$ cat src/rtl/rs_encoder_stream.sv
// Streaming systematic Reed-Solomon encoder over GF(2^SYM_W).
// Message symbols pass through; N_PAR parity symbols follow, highest degree first.
module rs_encoder_stream #(
    parameter int               SYM_W = 8,
    parameter logic [SYM_W-1:0] PRIM  = 8'h1d,
    parameter int               K_MAX = 64,
    parameter int               N_PAR = 4,
    parameter int               FCR   = 0
) (
    input  logic             clk,
    input  logic             rst,
    input  logic [SYM_W-1:0] s_data,
    input  logic             s_valid,
    output logic             s_ready,
    input  logic             s_last,
    output logic [SYM_W-1:0] m_data,
    output logic             m_valid,
    input  logic             m_ready,
    output logic             m_last,
    output logic             m_parity,
    output logic             len_err
);

    localparam int CNT_W = $clog2(K_MAX + 1);
    localparam int IDX_W = (N_PAR > 1) ? $clog2(N_PAR) : 1;
    localparam logic [CNT_W-1:0] CNT_LAST = CNT_W'(K_MAX - 1);
    localparam logic [IDX_W-1:0] IDX_LAST = IDX_W'(N_PAR - 1);

    // Shift-and-add multiply, reduced by the primitive polynomial each step.
    function automatic logic [SYM_W-1:0] gf_mul(input logic [SYM_W-1:0] a,
                                                input logic [SYM_W-1:0] b);
        logic [SYM_W-1:0] p;
        logic [SYM_W-1:0] x;
        p = '0;
        x = a;
        for (int k = 0; k < SYM_W; k++) begin
            if (b[k]) p = p ^ x;
            x = x[SYM_W-1] ? ((x << 1) ^ PRIM) : (x << 1);
        end
        return p;
    endfunction

    // g(x) = prod (x + a^(FCR+i)); the monic top coefficient is implicit.
    function automatic logic [N_PAR*SYM_W-1:0] gen_poly();
        logic [SYM_W-1:0]       c [N_PAR+1];
        logic [SYM_W-1:0]       root;
        logic [N_PAR*SYM_W-1:0] packed_g;
        for (int j = 0; j <= N_PAR; j++) c[j] = '0;
        c[0] = SYM_W'(1);
        root = SYM_W'(1);
        for (int j = 0; j < FCR; j++) root = gf_mul(root, SYM_W'(2));
        for (int i = 0; i < N_PAR; i++) begin
            for (int j = i + 1; j >= 1; j--) c[j] = c[j-1] ^ gf_mul(c[j], root);
            c[0] = gf_mul(c[0], root);
            root = gf_mul(root, SYM_W'(2));
        end
        packed_g = '0;
        for (int j = 0; j < N_PAR; j++) packed_g[j*SYM_W +: SYM_W] = c[j];
        return packed_g;
    endfunction

    localparam logic [N_PAR*SYM_W-1:0] G = gen_poly();

    typedef enum logic {
        ST_MSG = 1'b0,
        ST_PAR = 1'b1
    } state_t;

    state_t           state, state_n;
    logic [SYM_W-1:0] r   [N_PAR];
    logic [SYM_W-1:0] r_n [N_PAR];
    logic [CNT_W-1:0] count, count_n;
    logic [IDX_W-1:0] idx, idx_n;
    logic [SYM_W-1:0] data_n;
    logic             valid_n, last_n, parity_n, len_err_n;
    logic [SYM_W-1:0] fb;
    logic             load_ok, accept;

    // Handshake: a beat moves on either side only in a cycle where valid && ready.
    assign load_ok = !m_valid || m_ready;
    assign s_ready = (state == ST_MSG) && load_ok;
    assign accept  = s_valid && s_ready;

    always_ff @(posedge clk) begin
        if (rst) begin
            state    <= ST_MSG;
            count    <= '0;
            idx      <= '0;
            m_data   <= '0;
            m_valid  <= 1'b0;
            m_last   <= 1'b0;
            m_parity <= 1'b0;
            len_err  <= 1'b0;
            for (int i = 0; i < N_PAR; i++) r[i] <= '0;
        end else begin
            state    <= state_n;
            count    <= count_n;
            idx      <= idx_n;
            m_data   <= data_n;
            m_valid  <= valid_n;
            m_last   <= last_n;
            m_parity <= parity_n;
            len_err  <= len_err_n;
            for (int i = 0; i < N_PAR; i++) r[i] <= r_n[i];
        end
    end

    always_comb begin
        state_n   = state;
        r_n       = r;
        count_n   = count;
        idx_n     = idx;
        data_n    = m_data;
        valid_n   = m_valid && !m_ready;
        last_n    = m_last;
        parity_n  = m_parity;
        len_err_n = 1'b0;
        fb        = '0;

        if (accept) begin
            fb     = s_data ^ r[N_PAR-1];
            r_n[0] = gf_mul(G[0 +: SYM_W], fb);
            for (int i = 1; i < N_PAR; i++)
                r_n[i] = r[i-1] ^ gf_mul(G[i*SYM_W +: SYM_W], fb);
            count_n  = count + 1'b1;
            data_n   = s_data;
            valid_n  = 1'b1;
            parity_n = 1'b0;
            last_n   = 1'b0;
            if (s_last || count == CNT_LAST) begin
                state_n   = ST_PAR;
                idx_n     = '0;
                len_err_n = (count == CNT_LAST) && !s_last;
            end
        end else if (state == ST_PAR && load_ok) begin
            // Shifting zeros in leaves the LFSR clear once the last parity leaves.
            data_n = r[N_PAR-1];
            r_n[0] = '0;
            for (int i = 1; i < N_PAR; i++) r_n[i] = r[i-1];
            valid_n  = 1'b1;
            parity_n = 1'b1;
            idx_n    = idx + 1'b1;
            last_n   = 1'b0;
            if (idx == IDX_LAST) begin
                last_n  = 1'b1;
                count_n = '0;
                idx_n   = '0;
                state_n = ST_MSG;
            end
        end
    end

endmodule
$ cat config.mk
export PLATFORM = sky130hd
export DESIGN_NAME = rs_encoder_stream
export DESIGN_NICKNAME = d
export VERILOG_FILES = /design/src/rtl/rs_encoder_stream.sv
export SDC_FILE = /design/constraint.sdc
export NUM_CORES = 1
export LEC_CHECK = 0
export ABC_AREA = 1
export BUFFER_PORTS_ARGS = -buffer_cell sky130_fd_sc_hd__buf_2
export CORE_ASPECT_RATIO = 0.9
export CORE_MARGIN = 5
export CORE_UTILIZATION = 40
export CTS_CLUSTER_SIZE = 40
export DETAILED_ROUTE_END_ITERATION = 7
export PLACE_DENSITY = 0.58
export SYNTH_ARGS = -nofsm -noshare
export SYNTH_HDL_FRONTEND = slang
export SYNTH_SLANG_ARGS = --single-unit
export TNS_END_PERCENT = 1
$ cat constraint.sdc
create_clock -name clk -period 2.2 [get_ports clk]
set_input_delay 0.44 -clock clk [delete_from_list [all_inputs] [get_ports clk]]
set_output_delay 0.44 -clock clk [all_outputs]
set_load 0.03 [all_outputs]
== After elaboration in Yosys (flattened, before gate mapping) ==
Index checks and enable logic that the tools add are counted.

* Reduce and logical (&&, ||, !) cells: 17
* Add/subtract/negate cells: 2
* Multiplexer cells: 81
* Bitwise logic cells: 35
* Equal/unequal tests: 3

{| class="wikitable"
|+ Operators with widths
! operator !! number
|-
| 2-to-1 mux 8 bit || 50
|-
| 2-to-1 mux 7 bit || 10
|-
| 2-to-1 mux 32 bit || 2
|-
| inverter 4 bit || 14
|-
| XOR 8 bit || 4
|-
| inverter 5 bit || 6
|-
| 2-to-1 mux 6 bit || 3
|-
| inverter 6 bit || 3
|-
| inverter 7 bit || 2
|-
| 2-to-1 mux 2 bit || 5
|-
| 2-to-1 mux 5 bit || 2
|-
| 2-to-1 mux 1 bit || 8
|-
| adder 7 x 1 -> 7 bit, second input constant || 1
|-
| == test 7 x 6 -> 1 bit, second input constant || 1
|-
| inverter 1 bit || 6
|-
| logical AND 1 bit || 5
|-
| 2-to-1 mux 4 bit || 1
|-
| AND reduction 2 bit || 2
|-
| nonzero test 2 bit || 2
|-
| logical NOT 1 bit || 3
|-
| AND reduction 3 bit || 1
|-
| OR reduction 3 bit || 1
|-
| adder 2 x 1 -> 2 bit, second input constant || 1
|-
| == test 2 bit, second input constant || 1
|-
| 3 further kinds || 4
|}

* Register bits: 54

== Depth between registers and ports, before layout ==
* Word-level depth: 28
* Depth in mapped cells: 14
* Gate-level depth less buffers: 14

== Worst setup path before layout ==
Ideal clock, no wire load.

* Kind: register to register
* Start: register m_valid
* End: register r[7] in the netlist's numbering
* Path slack: 0.573 ns
* Arrival: 1.512 ns
* Library setup time: 0.115 ns
* Cell stages (with the launch flop): 11
* Path buffers: 1
* Clock period less this slack: 1.627 ns
* Path through: dfxtp_1 -> nand2_1 -> nand2_1 -> inv_2 -> nand2_2 -> inv_4 -> nor2_4 -> buf_2 -> nor2_1 -> o21ai_0 -> inv_1

* Cells in the longest elaborated chain, start to end: 5
* Elaborated cells on any way between the ends: 7
* Those cells by class: mux (1); reduce/logical (6)

{| class="wikitable"
|+ Ends and longest elaborated chain
! element !! RTL line !! RTL
|-
| start, declared || 17 || <nowiki>output logic m_valid,</nowiki>
|-
| start signal, assigned || 100 || <nowiki>m_valid <= valid_n;</nowiki>
|-
| logical NOT 1 bit * || 80 || <nowiki>assign load_ok = !m_valid || m_ready;</nowiki>
|-
| logical OR 1 bit * || 80 ||
|-
| logical AND 1 bit * || 81 || <nowiki>assign s_ready = (state == ST_MSG) && load_ok;</nowiki>
|-
| via s_ready || 14 || <nowiki>output logic s_ready,</nowiki>
|-
| logical AND 1 bit * || 82 || <nowiki>assign accept = s_valid && s_ready;</nowiki>
|-
| 2-to-1 mux 32 bit / nonzero test 2 bit (equally long branches) || -- ||
|-
| end, declared || 70 || <nowiki>logic [SYM_W-1:0] r [N_PAR];</nowiki>
|}

Mark *: on every way through the listed nets, which the timed path passes. The rest lies on a longest branch.
A chain may end at the register's enable or synchronous reset.

== Worst setup path in the final report ==
* Start: register count[0]
* End: register idx[0]

* Cells in the longest elaborated chain, start to end: 4

{| class="wikitable"
|+ Ends and longest elaborated chain
! element !! RTL line !! RTL
|-
| start, declared || 72 || <nowiki>logic [CNT_W-1:0] count, count_n;</nowiki>
|-
| start signal, assigned || 97 || <nowiki>count <= count_n;</nowiki>
|-
| == test 7 x 6 -> 1 bit || 130 || <nowiki>if (s_last || count == CNT_LAST) begin</nowiki>
|-
| logical OR 1 bit || 130 ||
|-
| inequality test 2 x 1 -> 1 bit (no line) || -- ||
|-
| AND reduction 2 bit (no line) || -- ||
|-
| end signal, assigned || 98 || <nowiki>idx <= idx_n;</nowiki>
|-
| end, declared || 73 || <nowiki>logic [IDX_W-1:0] idx, idx_n;</nowiki>
|}

Every way passes these cells.

==> parameters.txt <==
Parameter                              Value

Floorplanning
  Total Die Area    between 0.01 and 0.015 sq mm
  Initial standard-cell utilization of the core    between 40% and 50%
  Die W    roughly 110 um
  Die H    between 90 and 100 um
  Number of I/O pins    26
  Placeable core region    about 0.0086 sq mm
  Number of placement rows    32

Setup path
  CP Cell Sequence    ha_1 > nand3_1 > nor3b_1 > nand2_1 > nand2_1 > nand2_1 > nand2_1 > inv_1 > a21oi_1 > nor2_1
  Crit-path slowest cell    sky130_fd_sc_hd__dfxtp_1
  Critical path buffers and inverters    1
  Critical Path Fanout Max    4
  Startpoint-to-endpoint class of the critical path    reg -> reg
  Kind of cell with the highest combined delay on the critical path    simple AND/OR/NAND/NOR gates
  Critical path capture point type    flip-flop
  Data arrival time of the critical path    about 2000 ps
  CP startpoint kind    flip-flop
  Required @ worst endpoint    2420 ps
  Delay of the slowest cell on the worst path    roughly 390 ps
  Crit path top cell by count    sky130_fd_sc_hd__nand2_1

GRT
  Global-route wire length before repair    16200 um
  GRT overflow    0
  Pin count of the biggest net entering global routing    35
  Number of global-route vias before repair    ~3200
  Combined global-route utilization of all metal layers    a little under a fifth
  Initial antenna violation count    0

Placed design
  Post-detailed-placement cell area    ~0.0038 sq mm
  Weighted congestion at the end of routability-driven global placement    slightly above 0.9
  Port Buf Inserts    25
  Setup slack after placement    ~240 ps
  Half-perimeter wire length after detailed placement    between 7000 and 8000 um

Logic synthesis
  Number of warnings printed during yosys synthesis    0
  Most frequently used flop master after synthesis    sky130_fd_sc_hd__dfxtp_1
  Fraction of the mapped netlist area in compound gates    ~12%
  Share of synthesized cell area in and, or, nand and nor gates    42.7%
  Post-synthesis xor/xnor area fraction    under 10%
  Count of different cell masters after synthesis    37
  Flops & latches, synth    54
  Cell types with the largest area share after synthesis    sky130_fd_sc_hd__dfxtp_1, sky130_fd_sc_hd__nand2_1, sky130_fd_sc_hd__inv_1
  Sequential fraction of the synthesis area    a little over 30%
  Async set-reset flop share out of synthesis    0%
  Synthesized Nets    between 500 and 600
  Post-Syn Instances    ~570
  Mean Syn Cell Area    6.10 sq um
  Synthesized-area fraction occupied by adder cells    less than 1%
  Yosys top cell by area    sky130_fd_sc_hd__dfxtp_1
  Largest family of logic cells by synthesized area    simple AND/OR/NAND/NOR gates
  Fraction of synthesized area in multiplexers    0%
  Number of flops mapped to enable cells by yosys    0
  Netlist Area Pre-Place    0.00350 sq mm
  Share of the synthesized area in the top cell type    30.9%

CTS
  Clock tree root driver cell    sky130_fd_sc_hd__clkbuf_8
  CTS hold repair buffers    0
  Insertion delay of the later-clocked pin in the worst-skew pair    approximately 330 ps
  H-tree depth reported by CTS    2
  Buffer count from post-CTS setup fixing    0
  TritonCTS clock tree    yes
  CTS max path bufs    2
  CTS buffer count    5
  Clock slew at the register clock pins of the worst setup and hold paths    approximately 110 ps
  Sinks on Clock Net    54
  Post-CTS resize count    0

Layout
  Final-layout fill cell count    945
  Area occupied by registers    roughly 0.0011 sq mm
  Share of final-layout standard cells stronger than drive strength 1    ~15%
  Commonest cells after routing, fill and taps aside    sky130_fd_sc_hd__nand2_1, sky130_fd_sc_hd__inv_1, sky130_fd_sc_hd__dfxtp_1, sky130_fd_sc_hd__nand3_1, sky130_fd_sc_hd__nor2_1
  Most common cell after layout, fill and taps aside    sky130_fd_sc_hd__nand2_1
  Final net count    a little over 600
  Diodes inserted    0
  Post-synthesis to final-layout area growth    10.9%
  Area occupied by multi-input gates    a little over 0.002 sq mm
  Post-route cell area    around 0.004 sq mm

STA
  Post-route fraction of the period consumed by the critical path    between 80 and 90%
  Fmax    about 560 MHz
  Sum of negative setup slack    0 ps
  Max-Slew Margin vs Limit    between 70% and 80%
  Setup repair after global routing missed its margin    no
  Fin crit period    ~1800 ps
  Setup skew after layout    around 18 ps
  Final worst setup slack    about 400 ps
  Final Max Tran Viols    0
  Slew at the pin closest to its max-slew limit    ~440 ps
  Final hold vios    0
  Setup-violating endpoint count in the final report    0

Route
  Via density per instance    around 5
  Via count of the routed design    around 3600
  Per-cell routed wire length    13.7 um
  1st-iter DRT viols    between 150 and 200
  Final WL    between 9000 and 10000 um
  Detailed-route DRC error count    0
  Number of antenna-violating nets in the routed design    0
  Number of optimization iterations in the first detailed-route pass    5

Power and ir drop
  Worst-case vdd ir drop    slightly below 0.0005 V
  PwrDens    roughly 840 mW/mm^2
  Static leakage    roughly 2.0 nW

Job
  Max_cap viols    0

Run status
  Run status    finished, final reports clean

Hold path
  Worst min-delay path class    in -> reg
==> cell usage after synthesis (3+ instances only) <==
library cell                 n
sky130_fd_sc_hd__inv_2      10
sky130_fd_sc_hd__o21ai_1     3
sky130_fd_sc_hd__a21oi_1    30
sky130_fd_sc_hd__nand2_4     7
sky130_fd_sc_hd__dfxtp_1    54
sky130_fd_sc_hd__nand2_2    22
sky130_fd_sc_hd__nor2_1     33
sky130_fd_sc_hd__nand3_2     3
sky130_fd_sc_hd__o21ai_0    30
sky130_fd_sc_hd__clkbuf_1    5
sky130_fd_sc_hd__nand2_1   215
sky130_fd_sc_hd__buf_2      10
sky130_fd_sc_hd__inv_1      67
sky130_fd_sc_hd__o211ai_1    5
sky130_fd_sc_hd__nand4_1     7
sky130_fd_sc_hd__nand3_1    45
==> through the flow <==
| step | utilization [%] | power (mW) | instances | hold slack (ps) |
|---|---|---|---|---|
| 5_1_grt | 45.4 | 3.51 | 718 | 284 |
| 2_1_floorplan | - | 2.21 | 574 | 428 |
| 3_5_place_dp | 44.0 | 2.54 | 710 | 448 |
| 4_1_cts | 45.4 | 3.27 | 718 | 279 |
| 3_3_place_gp | 44.0 | 2.52 | 710 | 441 |
| 6_report | 45.4 | 3.26 | 718 | 281 |
==> cell type report <==
| type | count | share of cell area [%] |
|---|---|---|
| multi-input cells | 424 | 52.3 |
| clock inverters | 3 | 1.22 |
| clock buffers | 5 | 1.77 |
| well taps | 119 | 3.83 |
| inverters | 78 | 7.60 |
| repair buffers | 35 | 5.47 |
| flip-flops and latches | 54 | 27.8 |
==> state kept, by name, summed over array words and instances, names as in the netlist, 2 cells and up <==
name,cells
count,7
r,32
idx,2
m_data,8
==> logic make-up after synthesis <==
group           Yosys count
fa+ha+maj                 2
simple gates            339
compound gates           77
xor+xnor                  6
flops                    54
buf+inv                  96
==> power breakdown <==
group / internal [mW] / total, mW / switching (mW) / leakage [nW]
clock network: 0.346 / 0.727 / 0.381 / 0.0587
registers: 1.09 / 1.18 / 0.0896 / 0.443
logic: 0.434 / 1.35 / 0.912 / 1.46
total: 1.87 / 3.26 / 1.38 / 1.96
==> path summary, 6_finish.rpt <==
check                           startpoint        to  slack (ps)  depth (start not counted)
worst max-delay path              count[0]    idx[0]         410                         10
worst min-delay path                s_last   len_err         280                          2
worst max register to register    count[0]    idx[0]         410                         10
worst min register to register    count[5]  count[5]         470                          1
==> worst register-to-register path, delay by kind of cell (launching register included) <==
kind	cells	cell delay (ps)
buf+inv	1	50
simple gates	7	900
compound gates	1	110
flops	1	390
fa+ha+maj	1	220
==> routing by layer <==
| metal | share of wire [%] | wire length (um) | vias to the layer above | track usage [%] |
|---|---|---|---|---|
| met5 | 0 | 0 | - | 0 |
| met4 | 2.1 | 207 | 0 | 5.24 |
| met3 | 3.9 | 388 | 16 | 2.75 |
| met2 | 46 | 4590 | 68 | 31.4 |
| met1 | 47 | 4690 | 1637 | 25.8 |
| li1 | - | - | 1861 | - |
No activity file was read; power rests on OpenSTA's default activity.
